<file path="src/rtl/gen_inf_arb.sv">
// Two-requester round-robin arbiter/sequencer in front of the gen_inf register interface.
// Issues registered bus cycles, returns read data per requester and supervises start/ready.
module gen_inf_arb #(
    parameter int unsigned DEPTH   = 5,
    parameter int unsigned TIMEOUT = 1024
) (
    input  logic             clk_i,
    input  logic             rst,
    input  logic             req0,
    input  logic             kick0,
    input  logic             we0,
    input  logic [DEPTH-1:0] addr0,
    input  logic [31:0]      wdata0,
    output logic             gnt0,
    output logic             rvalid0,
    output logic [31:0]      rdata0,
    output logic             done0,
    output logic             err0,
    input  logic             req1,
    input  logic             kick1,
    input  logic             we1,
    input  logic [DEPTH-1:0] addr1,
    input  logic [31:0]      wdata1,
    output logic             gnt1,
    output logic             rvalid1,
    output logic [31:0]      rdata1,
    output logic             done1,
    output logic             err1,
    output logic             m_we,
    output logic [DEPTH-1:0] m_addr,
    output logic [31:0]      m_wdata,
    input  logic [31:0]      m_rdata,
    output logic             m_start,
    input  logic             m_ready
);

    localparam int unsigned CW = $clog2(TIMEOUT);

    typedef enum logic [2:0] {StIdle, StAcc, StCap, StStart, StRun} state_t;

    state_t           state_q, state_d;
    logic             last_q, last_d;   // requester granted most recently
    logic             cur_q, cur_d;     // requester owning the current operation
    logic             rd_q, rd_d;
    logic [CW-1:0]    cnt_q, cnt_d;
    logic [1:0]       gnt_q, gnt_d;
    logic [1:0]       rvalid_q, rvalid_d;
    logic [1:0]       done_q, done_d;
    logic [1:0]       err_q, err_d;
    logic [31:0]      rdata0_q, rdata0_d;
    logic [31:0]      rdata1_q, rdata1_d;
    logic             m_we_q, m_we_d;
    logic             m_start_q, m_start_d;
    logic [DEPTH-1:0] m_addr_q, m_addr_d;
    logic [31:0]      m_wdata_q, m_wdata_d;

    logic [1:0]       cand;
    logic             win;
    logic             win_kick;
    logic             win_we;
    logic [DEPTH-1:0] win_addr;
    logic [31:0]      win_wdata;

    always_comb begin
        cand      = {req1 | kick1, req0 | kick0};
        // On contention the requester not granted last wins.
        win       = (cand == 2'b11) ? ~last_q : cand[1];
        win_kick  = win ? kick1 : kick0;
        win_we    = win ? we1 : we0;
        win_addr  = win ? addr1 : addr0;
        win_wdata = win ? wdata1 : wdata0;
    end

    always_comb begin
        state_d   = state_q;
        last_d    = last_q;
        cur_d     = cur_q;
        rd_d      = rd_q;
        cnt_d     = cnt_q;
        gnt_d     = 2'b00;
        rvalid_d  = 2'b00;
        done_d    = 2'b00;
        err_d     = 2'b00;
        rdata0_d  = rdata0_q;
        rdata1_d  = rdata1_q;
        m_we_d    = 1'b0;
        m_start_d = 1'b0;
        m_addr_d  = m_addr_q;
        m_wdata_d = m_wdata_q;

        unique case (state_q)
            StIdle: begin
                if (cand != 2'b00) begin
                    gnt_d[win] = 1'b1;
                    last_d     = win;
                    cur_d      = win;
                    if (win_kick) begin
                        m_start_d = 1'b1;
                        state_d   = StStart;
                    end else begin
                        m_we_d    = win_we;
                        m_addr_d  = win_addr;
                        m_wdata_d = win_wdata;
                        rd_d      = ~win_we;
                        state_d   = StAcc;
                    end
                end
            end
            StAcc: begin
                state_d = rd_q ? StCap : StIdle;
            end
            StCap: begin
                rvalid_d[cur_q] = 1'b1;
                if (cur_q) begin
                    rdata1_d = m_rdata;
                end else begin
                    rdata0_d = m_rdata;
                end
                state_d = StIdle;
            end
            StStart: begin
                cnt_d   = '0;
                state_d = StRun;
            end
            StRun: begin
                if (m_ready) begin
                    done_d[cur_q] = 1'b1;
                    state_d       = StIdle;
                end else if (cnt_q == CW'(TIMEOUT - 1)) begin
                    done_d[cur_q] = 1'b1;
                    err_d[cur_q]  = 1'b1;
                    state_d       = StIdle;
                end else begin
                    cnt_d = cnt_q + CW'(1);
                end
            end
            default: state_d = StIdle;
        endcase
    end

    always_ff @(posedge clk_i or posedge rst) begin
        if (rst) begin
            state_q   <= StIdle;
            last_q    <= 1'b1;
            cur_q     <= 1'b0;
            rd_q      <= 1'b0;
            cnt_q     <= '0;
            gnt_q     <= 2'b00;
            rvalid_q  <= 2'b00;
            done_q    <= 2'b00;
            err_q     <= 2'b00;
            rdata0_q  <= '0;
            rdata1_q  <= '0;
            m_we_q    <= 1'b0;
            m_start_q <= 1'b0;
            m_addr_q  <= '0;
            m_wdata_q <= '0;
        end else begin
            state_q   <= state_d;
            last_q    <= last_d;
            cur_q     <= cur_d;
            rd_q      <= rd_d;
            cnt_q     <= cnt_d;
            gnt_q     <= gnt_d;
            rvalid_q  <= rvalid_d;
            done_q    <= done_d;
            err_q     <= err_d;
            rdata0_q  <= rdata0_d;
            rdata1_q  <= rdata1_d;
            m_we_q    <= m_we_d;
            m_start_q <= m_start_d;
            m_addr_q  <= m_addr_d;
            m_wdata_q <= m_wdata_d;
        end
    end

    assign gnt0    = gnt_q[0];
    assign gnt1    = gnt_q[1];
    assign rvalid0 = rvalid_q[0];
    assign rvalid1 = rvalid_q[1];
    assign done0   = done_q[0];
    assign done1   = done_q[1];
    assign err0    = err_q[0];
    assign err1    = err_q[1];
    assign rdata0  = rdata0_q;
    assign rdata1  = rdata1_q;
    assign m_we    = m_we_q;
    assign m_start = m_start_q;
    assign m_addr  = m_addr_q;
    assign m_wdata = m_wdata_q;

endmodule

</file>
<file path="config.mk">
export PLATFORM = sky130hd
export DESIGN_NAME = gen_inf_arb
export DESIGN_NICKNAME = d
export VERILOG_FILES = /design/src/rtl/gen_inf_arb.sv
export SDC_FILE = /design/constraint.sdc
export NUM_CORES = 1
export LEC_CHECK = 0
export CORE_MARGIN = 8
export CORE_UTILIZATION = 43
export DETAILED_ROUTE_END_ITERATION = 10
export PLACE_DENSITY = 0.89
export SYNTH_ARGS = -nofsm -noshare
export SYNTH_HDL_FRONTEND = slang
export SYNTH_SLANG_ARGS = --single-unit
</file>
<file path="constraint.sdc">
create_clock -name clk_i -period 5.1 [get_ports clk_i]
set_clock_uncertainty 0.2 [all_clocks]
set_input_delay 1.02 -clock clk_i [delete_from_list [all_inputs] [get_ports clk_i]]
set_output_delay 1.02 -clock clk_i [all_outputs]
set_load 0.05 [all_outputs]
</file>
==> summary.txt <==
Status
  – Status: finished clean

Place
  – Dpl hpwl: 11040 um
  – Worst slack at placement: 1498 ps
  – RePlAce Congestion: 0.7671
  – PortBufs: 225

Power
  – Total power divided by cell area: 777.9 mW/mm^2
  – Internal power: 3522 uW
  – Sw power: 3018 uW
  – Worst vdd ir: 0.3755 mV
  – Sw Share: 46.15%
  – Leak pwr: 0.003503 uW
  – Flop pwr share: 26.9%
  – Clock power share: 18.7%
  – Logic pwr share: 54.4%

Timing
  – Setup WS post-layout: 1950 ps
  – Tcrit/Tclk final: 61.77%
  – Fmax: 317.4 MHz
  – Final Max Tran Viols: 0
  – Setup TNS Final: 0 ps
  – Setup-failing EPs final: 0
  – Max-Slew Margin vs Limit: 23.59%
  – RSZ-0062 raised after global routing: false
  – Fin. Hold Viols: 0
  – Worst-Margin Slew: 1142 ps
  – Post-layout minimum cycle time: 3150 ps

Routing
  – Vias per inst: 5.128
  – Antenna viol nets, final: 0
  – DRC viols: 0
  – Wire per inst: 18.15 um
  – Pre-antenna DRT Iters: 4
  – Initial drt markers: 247
  – DR vias: 4205
  – Wirelength, routed: 14880 um

GRT
  – Largest net degree at the start of global routing: 125
  – Total global routing overflow: 0
  – Initial antenna violation count: 0
  – Global-route usage over all layers: 17.74%
  – First-pass GRT wire length: 22910 um
  – Vias in the first global route: 4414

Clock network
  – # hold bufs at CTS: 0
  – Inserted Clock Buffers: 17
  – Clk slew on worst S/H paths: 50 ps
  – Root buffer cell: clkbuf_16
  – TritonCTS clock tree: built
  – CTS H-tree depth: 4
  – PostCTS Resize Cnt: 0
  – Postcts setup bufs: 0
  – CTS Buffer Depth: 2
  – Clock Sinks: 127
  – Later-pin clock latency in the skew report: 410 ps

Logic synthesis
  – Synthesized net count: 530
  – Flops & latches, synth: 127
  – Area leader, netlist: dfrtp_1
  – Synth Cell Area: 0.005439 mm^2
  – Top cells by area, synth: dfrtp_1 (58%), mux2_2 (9.3%), mux2i_1 (7.2%)
  – Avg Cell Area, Syn: 13.14 um^2
  – Distinct cell type count after synthesis: 48
  – Mapped Cells: 414
  – Top cell type's share of synthesized area: 57.97%
  – Syn. warnings: 0
  – Sequential area share after synthesis: 58.45%

Worst setup path
  – Critical R2R Launch: state_q[0]
  – Worst reg-to-reg setup slack: 2440 ps
  – R2r endpoint: m_addr[1]
  – Cell breakdown of the critical path: clkdlybuf4s50_1 > o21ai_4 > buf_4 > mux2i_1 > a31oi_1
  – Req. time, crit path: 5130 ps
  – Crit-path max FO: 29
  – R2R cell count: 6
  – Slowest stage delay, CP: 940 ps
  – Slowest cell on the critical path: o21ai_4
  – Setup crit end kind: flop
  – Crit Path Category: primary input to flop
  – CP startpoint kind: primary input
  – WP buf/inv: 2
  – Family with the most delay on the worst path: compound AO/OA/AOI/OAI gates
  – CP Data Arrival Time: 3180 ps

Job
  – Maxcap violations: 0

Die
  – Die Footprint: 0.01650 mm^2
  – # IOs: 226
  – Starting Density: 43.63%
  – Placement Rows: 41
  – Core area: 0.01247 mm^2
  – Die X: 128.5 um
  – Die height: 128.5 um

Cells and area
  – Register area: 0.003179 mm^2
  – Nets: 751
  – Layout area overhead: 54.57%
  – Commonest non-fill, non-tap cell in the layout: clkdlybuf4s50_1
  – Antenna fix cells: 0
  – Fraction of layout cells with a size suffix above 1: 15.43%
  – Multi-input logic area: 0.002057 mm^2
  – Most frequent cells in the layout: clkdlybuf4s50_1 (225), dfrtp_1 (126), mux2_2 (45)
  – Fillers: 902

Worst hold path
  – Hold Path Sink: rdata0[24]
  – Hold depth: 1
  – Min-delay src: rdata0[24]
  – Worst Hold Class: flop to flop
[registers in the layout, summed over array words and instances, names as in the netlist]
| name | count |
|---|---|
| cnt_q | 10 |
| cur_q | 1 |
| done_q | 2 |
| err_q | 2 |
| gnt_q | 2 |
| last_q | 1 |
| m_addr | 5 |
| m_start | 1 |
| m_wdata | 32 |
| m_we | 1 |
| rd_q | 1 |
| rdata0 | 32 |
| rdata1 | 32 |
| rvalid_q | 2 |
| state_q | 3 |
[metrics by stage]
stage               std cells  util [%]  hold slack [ps]  power (uW)  instance area (um^2)
floorplan                 414         -            273.7        4181                  5439
global placement          788     62.58            266.9        5258                  7801
detailed placement        788     62.58            285.4        5357                  7801
CTS                       820     67.44            294.1        6602                  8407
global route              820     67.44            305.1        6817                  8407
finish                    820     67.44            290.1        6540                  8407
[cell usage after synthesis (all sizes together)]
master and count:
nand3 3, clkbuf 7, nand2b 1, a21boi 2, or2 1, mux2 65
o21a 1, o21ai 6, dfstp 1, o22ai 1, nor2 10, ha 1
nor3 8, a21o 2, a41oi 1, nand3b 1, mux2i 39, or3 3
o32ai 1, nand4 1, o211a 1, buf 23, dfrtp 126, or4b 1
nor4b 2, and3 1, inv 6, nor2b 1, nor4 2, nor3b 1
a31oi 44, a21oi 38, nand2 9, a211o 2, clkinv 1, and2 1
[layer usage]
metal	GRT usage (%)	share of wire [%]	vias to the layer above
met2	30.18	49	189
met5	0	0	-
met4	6.014	1.6	0
met1	19.71	40	2030
li1	-	-	1970
met3	7.282	9.9	16
[power groups by stage]
stage	combinational (uW)	clock, uW	sequential (uW)
global placement	3520	0	1740
CTS	3600	1240	1760
floorplan	987	0	3190
detailed placement	3590	0	1770
global route	3720	1290	1810
finish	3560	1220	1760
[how the worst max path moves through the flow]
| stage | start | endpoint | slack [ps] | cells after the start |
|---|---|---|---|---|
| 6_report | kick1 | m_wdata[2] | 1950 | 5 |
| 5_1_grt | kick1 | m_addr[1] | 1820 | 7 |
| 4_1_cts | kick1 | m_wdata[2] | 1920 | 5 |
| 3_5_place_dp | kick1 | m_wdata[2] | 1500 | 5 |
| 3_3_place_gp | kick1 | m_wdata[10] | 1660 | 5 |
| 2_1_floorplan | rst | cnt_q[0] | 500 | 1 |
[area by class of cell]
cell class	instances	area share, %
sequential	127	37.82
timing repair buffer	232	27.56
multi-input combinational	250	24.47
clock buffer	19	5.269
tap	172	2.560
clock inverter	13	1.935
inverter	7	0.3870
[cells by family after synthesis]
group / count (synthesis) / share of synthesized area, %
adders and majority gates: 1 / 0.2300
DFF: 127 / 58.45
and+or+nand+nor: 46 / 5.154
muxes: 104 / 20.70
AOI/OAI and AO/OA: 99 / 11.32
buffers and inverters: 37 / 4.141
No activity file was read; power rests on OpenSTA's default activity.
